<file path="config.mk">
export PLATFORM = sky130hd
export DESIGN_NAME = majority_bist_flat
export DESIGN_NICKNAME = d
export VERILOG_FILES = /design/src/rtl/majority_bist_if.sv /design/src/rtl/majority_bist.sv /design/src/flat_wrapper.sv
export SDC_FILE = /design/constraint.sdc
export NUM_CORES = 1
export LEC_CHECK = 0
export CORE_MARGIN = 2
export CORE_UTILIZATION = 45
export CTS_BUF_LIST = sky130_fd_sc_hd__clkbuf_4 sky130_fd_sc_hd__clkbuf_8 sky130_fd_sc_hd__clkbuf_16
export DETAILED_ROUTE_END_ITERATION = 10
export PLACE_DENSITY = 0.7
export SLEW_MARGIN = 25
export SYNTH_ARGS = -nofsm -noshare
export SYNTH_HDL_FRONTEND = slang
export SYNTH_SLANG_ARGS = --single-unit
</file>
<file path="constraint.sdc">
create_clock -name clk -period 4.6 [get_ports clk]
set_input_delay 0.92 -clock clk [delete_from_list [all_inputs] [get_ports clk]]
set_output_delay 0.92 -clock clk [all_outputs]
set_load 0.05 [all_outputs]
</file>
<file path="src/rtl/majority_bist_if.sv">
// Signal bundle between the BIST controller (slave) and the harness hosting the majority circuit.
interface majority_bist_if #(
  parameter int unsigned WIDTH = 5,
  parameter int unsigned CNT_W = WIDTH + 1
);
  logic             start;
  logic [WIDTH-1:0] bist_seq;
  logic             dut_out;
  logic             busy;
  logic             done;
  logic             pass;
  logic [CNT_W-1:0] err_cnt;
  logic [WIDTH-1:0] first_err_seq;

  modport master (
    output start, dut_out,
    input  bist_seq, busy, done, pass, err_cnt, first_err_seq
  );

  modport slave (
    input  start, dut_out,
    output bist_seq, busy, done, pass, err_cnt, first_err_seq
  );
endinterface

</file>
<file path="src/rtl/majority_bist.sv">
// Exhaustive self-test of a WIDTH-input majority circuit: sweeps all patterns, compares the
// circuit's output against an internal golden vote after DUT_LAT cycles, and reports results.
module majority_bist #(
  parameter int unsigned WIDTH   = 5,
  parameter int unsigned DUT_LAT = 0,
  parameter int unsigned CNT_W   = WIDTH + 1
) (
  input logic            clk,
  input logic            rst,
  majority_bist_if.slave bus
);
  typedef enum logic [1:0] {StIdle, StRun, StDrain, StDone} state_e;

  localparam logic [3:0] DrainLast = (DUT_LAT == 0) ? 4'd0 : 4'(DUT_LAT - 1);
  localparam logic [4:0] MajThr    = 5'(WIDTH / 2 + 1);

  state_e           state_q, state_d;
  logic [WIDTH-1:0] seq_q, seq_d;
  logic [WIDTH-1:0] first_q, first_d;
  logic [CNT_W-1:0] err_q, err_d;
  logic [3:0]       drain_q, drain_d;
  logic             pass_q, pass_d;
  logic             run, clear, golden, mism;
  logic [4:0]       pop;
  logic             al_vld, al_exp;
  logic [WIDTH-1:0] al_seq;

  assign run = (state_q == StRun);

  always_comb begin
    pop = '0;
    for (int unsigned i = 0; i < WIDTH; i++) pop = pop + 5'(seq_q[i]);
    golden = (pop >= MajThr);
  end

  // Expected results travel alongside the DUT so each compare sees its own pattern.
  if (DUT_LAT == 0) begin : g_comb
    assign al_vld = run;
    assign al_exp = golden;
    assign al_seq = seq_q;
  end else begin : g_pipe
    logic [DUT_LAT-1:0] vld_q, exp_q;
    logic [WIDTH-1:0]   pseq_q [DUT_LAT];

    always_ff @(posedge clk) begin
      if (rst) begin
        vld_q <= '0;
        exp_q <= '0;
        for (int unsigned i = 0; i < DUT_LAT; i++) pseq_q[i] <= '0;
      end else begin
        vld_q[0]  <= run;
        exp_q[0]  <= golden;
        pseq_q[0] <= seq_q;
        for (int unsigned i = 1; i < DUT_LAT; i++) begin
          vld_q[i]  <= vld_q[i-1];
          exp_q[i]  <= exp_q[i-1];
          pseq_q[i] <= pseq_q[i-1];
        end
      end
    end

    assign al_vld = vld_q[DUT_LAT-1];
    assign al_exp = exp_q[DUT_LAT-1];
    assign al_seq = pseq_q[DUT_LAT-1];
  end

  always_comb begin
    state_d = state_q;
    seq_d   = seq_q;
    drain_d = drain_q;
    clear   = 1'b0;
    case (state_q)
      StIdle, StDone: begin
        if (bus.start) begin
          state_d = StRun;
          seq_d   = '0;
          clear   = 1'b1;
        end
      end
      StRun: begin
        if (seq_q == '1) begin
          state_d = (DUT_LAT == 0) ? StDone : StDrain;
          drain_d = '0;
        end else begin
          seq_d = seq_q + 1'b1;
        end
      end
      StDrain: begin
        if (drain_q == DrainLast) state_d = StDone;
        else                      drain_d = drain_q + 4'd1;
      end
      default: state_d = StIdle;
    endcase
  end

  assign mism = al_vld && (bus.dut_out != al_exp);

  always_comb begin
    err_d   = err_q;
    first_d = first_q;
    pass_d  = pass_q;
    if (clear) begin
      err_d   = '0;
      first_d = '0;
      pass_d  = 1'b0;
    end else if (mism) begin
      if (err_q == '0) first_d = al_seq;
      if (err_q != '1) err_d = err_q + 1'b1;
    end
    // Uses err_d so a mismatch on the final compare still lands in pass.
    if (state_d == StDone && state_q != StDone) pass_d = (err_d == '0);
  end

  always_ff @(posedge clk) begin
    if (rst) begin
      state_q <= StIdle;
      seq_q   <= '0;
      drain_q <= '0;
      err_q   <= '0;
      first_q <= '0;
      pass_q  <= 1'b0;
    end else begin
      state_q <= state_d;
      seq_q   <= seq_d;
      drain_q <= drain_d;
      err_q   <= err_d;
      first_q <= first_d;
      pass_q  <= pass_d;
    end
  end

  assign bus.bist_seq      = seq_q;
  assign bus.busy          = (state_q == StRun) || (state_q == StDrain);
  assign bus.done          = (state_q == StDone);
  assign bus.pass          = pass_q;
  assign bus.err_cnt       = err_q;
  assign bus.first_err_seq = first_q;
endmodule

</file>
<file path="src/flat_wrapper.sv">
// flat-port wrapper written by rule: the top's interface ports become plain ports
module majority_bist_flat 
#(
  parameter int unsigned WIDTH   = 5,
  parameter int unsigned DUT_LAT = 0,
  parameter int unsigned CNT_W   = WIDTH + 1
)
  (clk, rst, bus_start, bus_dut_out, bus_bist_seq, bus_busy, bus_done, bus_pass, bus_err_cnt, bus_first_err_seq);
  majority_bist_if #(.WIDTH(WIDTH), .CNT_W(CNT_W)) bus_i ();
  input logic clk;
  input logic rst;
  input wire logic [$bits(bus_i.start)-1:0] bus_start;
  input wire logic [$bits(bus_i.dut_out)-1:0] bus_dut_out;
  output wire logic [$bits(bus_i.bist_seq)-1:0] bus_bist_seq;
  output wire logic [$bits(bus_i.busy)-1:0] bus_busy;
  output wire logic [$bits(bus_i.done)-1:0] bus_done;
  output wire logic [$bits(bus_i.pass)-1:0] bus_pass;
  output wire logic [$bits(bus_i.err_cnt)-1:0] bus_err_cnt;
  output wire logic [$bits(bus_i.first_err_seq)-1:0] bus_first_err_seq;
  assign bus_i.start = bus_start;
  assign bus_i.dut_out = bus_dut_out;
  assign bus_bist_seq = bus_i.bist_seq;
  assign bus_busy = bus_i.busy;
  assign bus_done = bus_i.done;
  assign bus_pass = bus_i.pass;
  assign bus_err_cnt = bus_i.err_cnt;
  assign bus_first_err_seq = bus_i.first_err_seq;
  majority_bist #(.WIDTH(WIDTH), .DUT_LAT(DUT_LAT), .CNT_W(CNT_W)) u_core (.clk(clk), .rst(rst), .bus(bus_i));
endmodule
</file>
## After elaboration in Yosys (flattened, before gate mapping)

Index checks and enable logic that the tools add are counted.
Widths: inputs -> output; s select.

| cells by class | value |
|---|---|
| $add $sub $neg | 7 |
| magnitude comparators | 1 |
| equality and inequality tests | 12 |
| mux-type cells | 17 |
| reduce and logical (&&, ||, !) cells | 15 |

Operators with widths:

| operator | count |
|---|---|
| $mux 6 | 3 |
| $add 5x1->5 | 3 |
| $logic_not 6->1 | 2 |
| $mux 5 | 2 |
| $ne 2x2->1 const B | 5 |
| $pmux 5 s2 | 1 |
| $mux 4 | 2 |
| $pmux 4 s2 | 1 |
| $add 6x1->6 const B | 1 |
| $eq 2x2->1 const B | 3 |
| $mux 2 | 3 |
| $ne 6x6->1 const B | 1 |
| $pmux 2 s3 | 1 |
| $reduce_and 3->1 | 2 |
| $reduce_bool 2->1 | 3 |
| $add 5x1->5 const B | 1 |
| $eq 5x5->1 const B | 1 |
| $ge 5x2->1 const B | 1 |
| $add 4x1->4 const B | 1 |
| $logic_not 4->1 | 1 |
| $mux 1 | 4 |
| $reduce_or 2->1 | 2 |
| $add 1x1->2 | 1 |
| $eq 2x1->1 const B | 1 |
| other kinds (5) | 6 |

| storage, ports and cells | value |
|---|---|
| bits in registers | 23 |
| input bits | 4 |
| output and inout port bits | 19 |
| word-level logic and storage cells | 58 |

## Depth between registers and ports, before layout

| depth | value |
|---|---|
| depth after elaboration | 11 |
| mapped depth | 13 |
| gate-level depth less buffers | 12 |

## Least setup slack after synthesis

No wires, ideal clock.

| path | value |
|---|---|
| path type | register -> register |
| from | register u_core.seq_q[0] (netlist: u_core.bus.bist_seq[0]) |
| to | register u_core.pass_q (netlist: u_core.bus.pass) |
| library setup time | 84 ps |
| arrival | 3544 ps |
| required time | 4516 ps |
| slack | 972 ps |
| cell stages (with the launch flop) | 14 |
| buffers on the path | 1 |
| clock period less this slack | 3628 ps |
| cell sequence | dfxtp_1 -> ha_1 -> inv_1 -> fa_1 -> inv_1 -> ha_1 -> fa_1 -> a21oi_2 -> xnor2_1 -> and2_4 -> buf_6 -> o311a_1 -> or4b_1 -> o31ai_2 |

| between the ends | value |
|---|---|
| cells in the longest elaborated chain, start to end | 11 |

RTL lines:

| element | line | text |
|---|---|---|
| start: declaration | majority_bist.sv:18 | `logic [WIDTH-1:0] seq_q, seq_d;` |
| start signal: assignment | majority_bist.sv:124 | `seq_q <= seq_d;` |
| $add 1x1->2 | majority_bist.sv:32 | `for (int unsigned i = 0; i < WIDTH; i++) pop = pop + 5'(seq_q[i]);` |
| $add 5x1->5 (3 in series) | majority_bist.sv:32 |  |
| $ge 5x2->1 | majority_bist.sv:33 | `golden = (pop >= MajThr);` |
| $ne 1x1->1 | majority_bist.sv:96 | `assign mism = al_vld && (bus.dut_out != al_exp);` |
| $logic_and 1x1->1 | majority_bist.sv:96 |  |
| $mux 6 | majority_bist.sv:106 | `end else if (mism) begin` |
| $mux 6 | majority_bist.sv:102 | `if (clear) begin` |
| $logic_not 6->1 | majority_bist.sv:111 | `if (state_d == StDone && state_q != StDone) pass_d = (err_d == '0);` |
| $mux 1 | majority_bist.sv:111 |  |
| end signal: assignment | majority_bist.sv:128 | `pass_q <= pass_d;` |
| end: declaration | majority_bist.sv:22 | `logic pass_q, pass_d;` |

Several ways; a longest one is shown, not always the timed one.
A chain may end at the register's enable or synchronous reset.

## Worst setup path in the final report

Ends and elaborated chain as after synthesis.

==> run_results.csv <==
group,metric,value,unit
setup_path,crit_buf_inv,2,
setup_path,rr_endpoint,"u_core.bus.pass",
sta,drv_slew,0,
setup_path,cp_max_fo,6,
final_layout,num-fill-cells,260,
cts,cts_made_buffers,3,
floorplan,die_y,58.29,um
setup_path,crit_slowest_cell,"fa_1",
pwr,p_leak,0.0006580,uW
setup_path,path_cells,"ha_1 > inv_1 > fa_1 > inv_1 > ha_1 > fa_1 > a21oi_2 > xnor2_1 > o211ai_1 > mux2i_1 > or4b_1 > o31ai_2",
final_layout,drive_gt1_frac,0.04023,
final_layout,layout_common_cells,"nor2_1, dfxtp_1, clkdlybuf4s50_1, inv_1, ha_1",
routing,routed.top_layer,"met4",
routing,wl_met3,86,um
cts,clk_latency,0.30,ns
synth,netlist_instances,155,
run_status,status,"finished clean",
floorplan,rows,19,
final_layout,nets,191,
cts,cts.clk_slew.worst_paths,0.12,ns
synth,synth-main-ff-cell,"dfxtp_1",
sta,finClkSkew,0.0006602,ns
routing,drt-pass1-iter-count,4,
synth,netlist_top_cells_area,"dfxtp_1, ha_1, nor2_1, mux2i_1, inv_1",
cts,hold_buffers,0,
synth,syn_avg_cell_area,8.557,um^2
routing,finalWirelength,2886,um
routing,route.met2.wl,1442,um
pwr,power_density,261.2,mW/mm^2
final_layout,area_growth,19.06,%
final_layout,antenna-diode-count,0,
grt,grt_max_degree,13,
sta,setup_tns,0,ns
setup_path,criticalPathCategory,"register to register",
sta,min_period,3.567,ns
job,max_cap_viol_count,0,
sta,maxSlewHeadroom,0.6575,
sta,whs,0.5209,ns
routing,drc,0,
cts,post-cts-setup-buffers,0,
cts,postCtsResizedCells,0,
grt,antenna_found_initial,0,
sta,rsz0062_at_grt,"false",
place,port_buffers,22,
grt,grt_pass1_vias,1128,
min_path,worstHoldStart,"u_core.bus.first_err_seq[3]",
min_path,min_to,"u_core.bus.first_err_seq[3]",
synth,yosysSeqAreaShare,0.3472,
setup_path,endpoint_kind,"register",
synth,ys_ff_latch,23,
sta,setup_viol,0,
pwr,vdd_drop_max,0.0001731,V
synth,synth_top_area_share,0.3472,
final_layout,multi_input_area,777.0,um^2
final_layout,final_util,0.5677,
synth,synth_cell_type_count,40,
routing,drtIter0Drc,28,
routing,viasPerCell,5.566,
synth,yosysWarnings,0,
final_layout,seq_area,460.4,um^2
routing,ant_nets,0,
floorplan,die_area,0.003398,mm^2
routing,post_drt_wl_per_cell,14.08,um
min_path,min_path_type,"register to register",
synth,synth_area_leader_cell,"dfxtp_1",
cts,cts-root-buf,"clkbuf_4",
grt,grt_usage,0.1865,
min_path,whs_path_depth,2,
synth,syn-num-nets,171,
setup_path,required,4.83,ns
floorplan,io_pins,23,
setup_path,worst_setup_path_start_kind,"register",
final_layout,final_common_cell,"nor2_1",
sta,period_share,0.7754,
cts,clockBufferDepth,2,
setup_path,crit_arrival,3.79,ns
setup_path,r2r_cells,12,
sta,max_freq,280.4,MHz
place,place.gp.congestion,0.7975,
cts,numClockSinks,23,
floorplan,fp.coreArea,0.002781,mm^2
sta,final_hold_viol_count,0,
setup_path,crit_family,"adder cells",
synth,syn_area,0.001326,mm^2
setup_path,worst_path_largest_cell_delay,0.49,ns
floorplan,die_x,58.29,um
setup_path,timing.rr.start,"u_core.bus.bist_seq[0]",
routing,drt-met1-wl,1326,um
sta,worst_pin_slew,0.5122,ns
place,dp.final_hpwl,2277,um
setup_path,rrSetupSlack,1.03,ns
routing,vias,1141,
cts,htreeDepth,1,
synth,synth_edf_count,0,
grt,overflow,0,
floorplan,start_util,0.4768,
grt,grt_pass1_wl,4968,um
setup_path,path_depth,12,
synth,async_reset_ff_frac,0,
cts,cts_tree,"done",
routing by layer:
metal,vias to the layer above,track usage
li1,574,-
met1,541,0.2337
met2,22,0.3307
met3,4,0.02418
met4,0,0.05980
met5,-,0
cell usage after synthesis (all sizes together) (4+ instances only):
cell / number
nor2: 26
nand3: 5
a21oi: 4
xnor2: 4
buf: 4
nand2: 8
nand4: 4
ha: 10
dfxtp: 23
mux2i: 7
inv: 14
worst min-delay path: stages (launching register included):
cell	delay, ns
dfxtp_1	0.35
mux2i_1	0.07
nor2_1	0.08
worst max-delay path by stage:
stage,from,end,slack (ns)
floorplan,u_core.bus.bist_seq[0],u_core.bus.pass,0.97
global placement,u_core.bus.bist_seq[0],u_core.bus.pass,1.28
detailed placement,u_core.bus.bist_seq[0],u_core.bus.pass,1.10
CTS,u_core.bus.bist_seq[0],u_core.bus.pass,1.07
global route,u_core.bus.bist_seq[0],u_core.bus.pass,0.83
finish,u_core.bus.bist_seq[0],u_core.bus.pass,1.03
layout make-up:
class,instances,share of cell area
inverter,14,0.03328
multi-input combinational,111,0.4921
clock buffer,4,0.01902
tap,31,0.02456
timing repair buffer,22,0.1395
sequential,23,0.2916
registers in the layout (all words and copies together) (netlist names):
register,count
u_core.bus.pass,1
u_core.bus.first_err_seq,5
u_core.drain_q,4
u_core.bus.bist_seq,5
u_core.bus.err_cnt,6
u_core.state_q,2
per-stage QoR:
stage	setup slack (ns)	area, um^2	std cells	power [uW]
final	1.033	1579	205	412.4
after global routing	0.8294	1579	205	437.2
after CTS	1.072	1579	205	417.9
after detailed placement	1.100	1549	201	318.6
after global placement	1.279	1549	201	313.8
after floorplan	0.9722	1326	155	293.4
power breakdown:
group	leakage [uW]	internal, uW	switching [uW]	total, uW
Combinational	0.000454	36.0	65.1	101
Clock	0.0000184	39.7	58.0	97.7
Sequential	0.000186	205	8.26	214
Total	0.000658	281	131	412
cells by family after synthesis:
logic type               share of synthesized area
AO/OA/AOI/OAI                               0.1387
XOR/XNOR                                   0.04623
adder cells (fa/ha/maj)                     0.1245
buffers and inverters                      0.06698
flip-flops                                  0.3472
multiplexers                               0.05283
AND/OR/NAND/NOR                             0.2236
(Power assumes the default switching activity.)
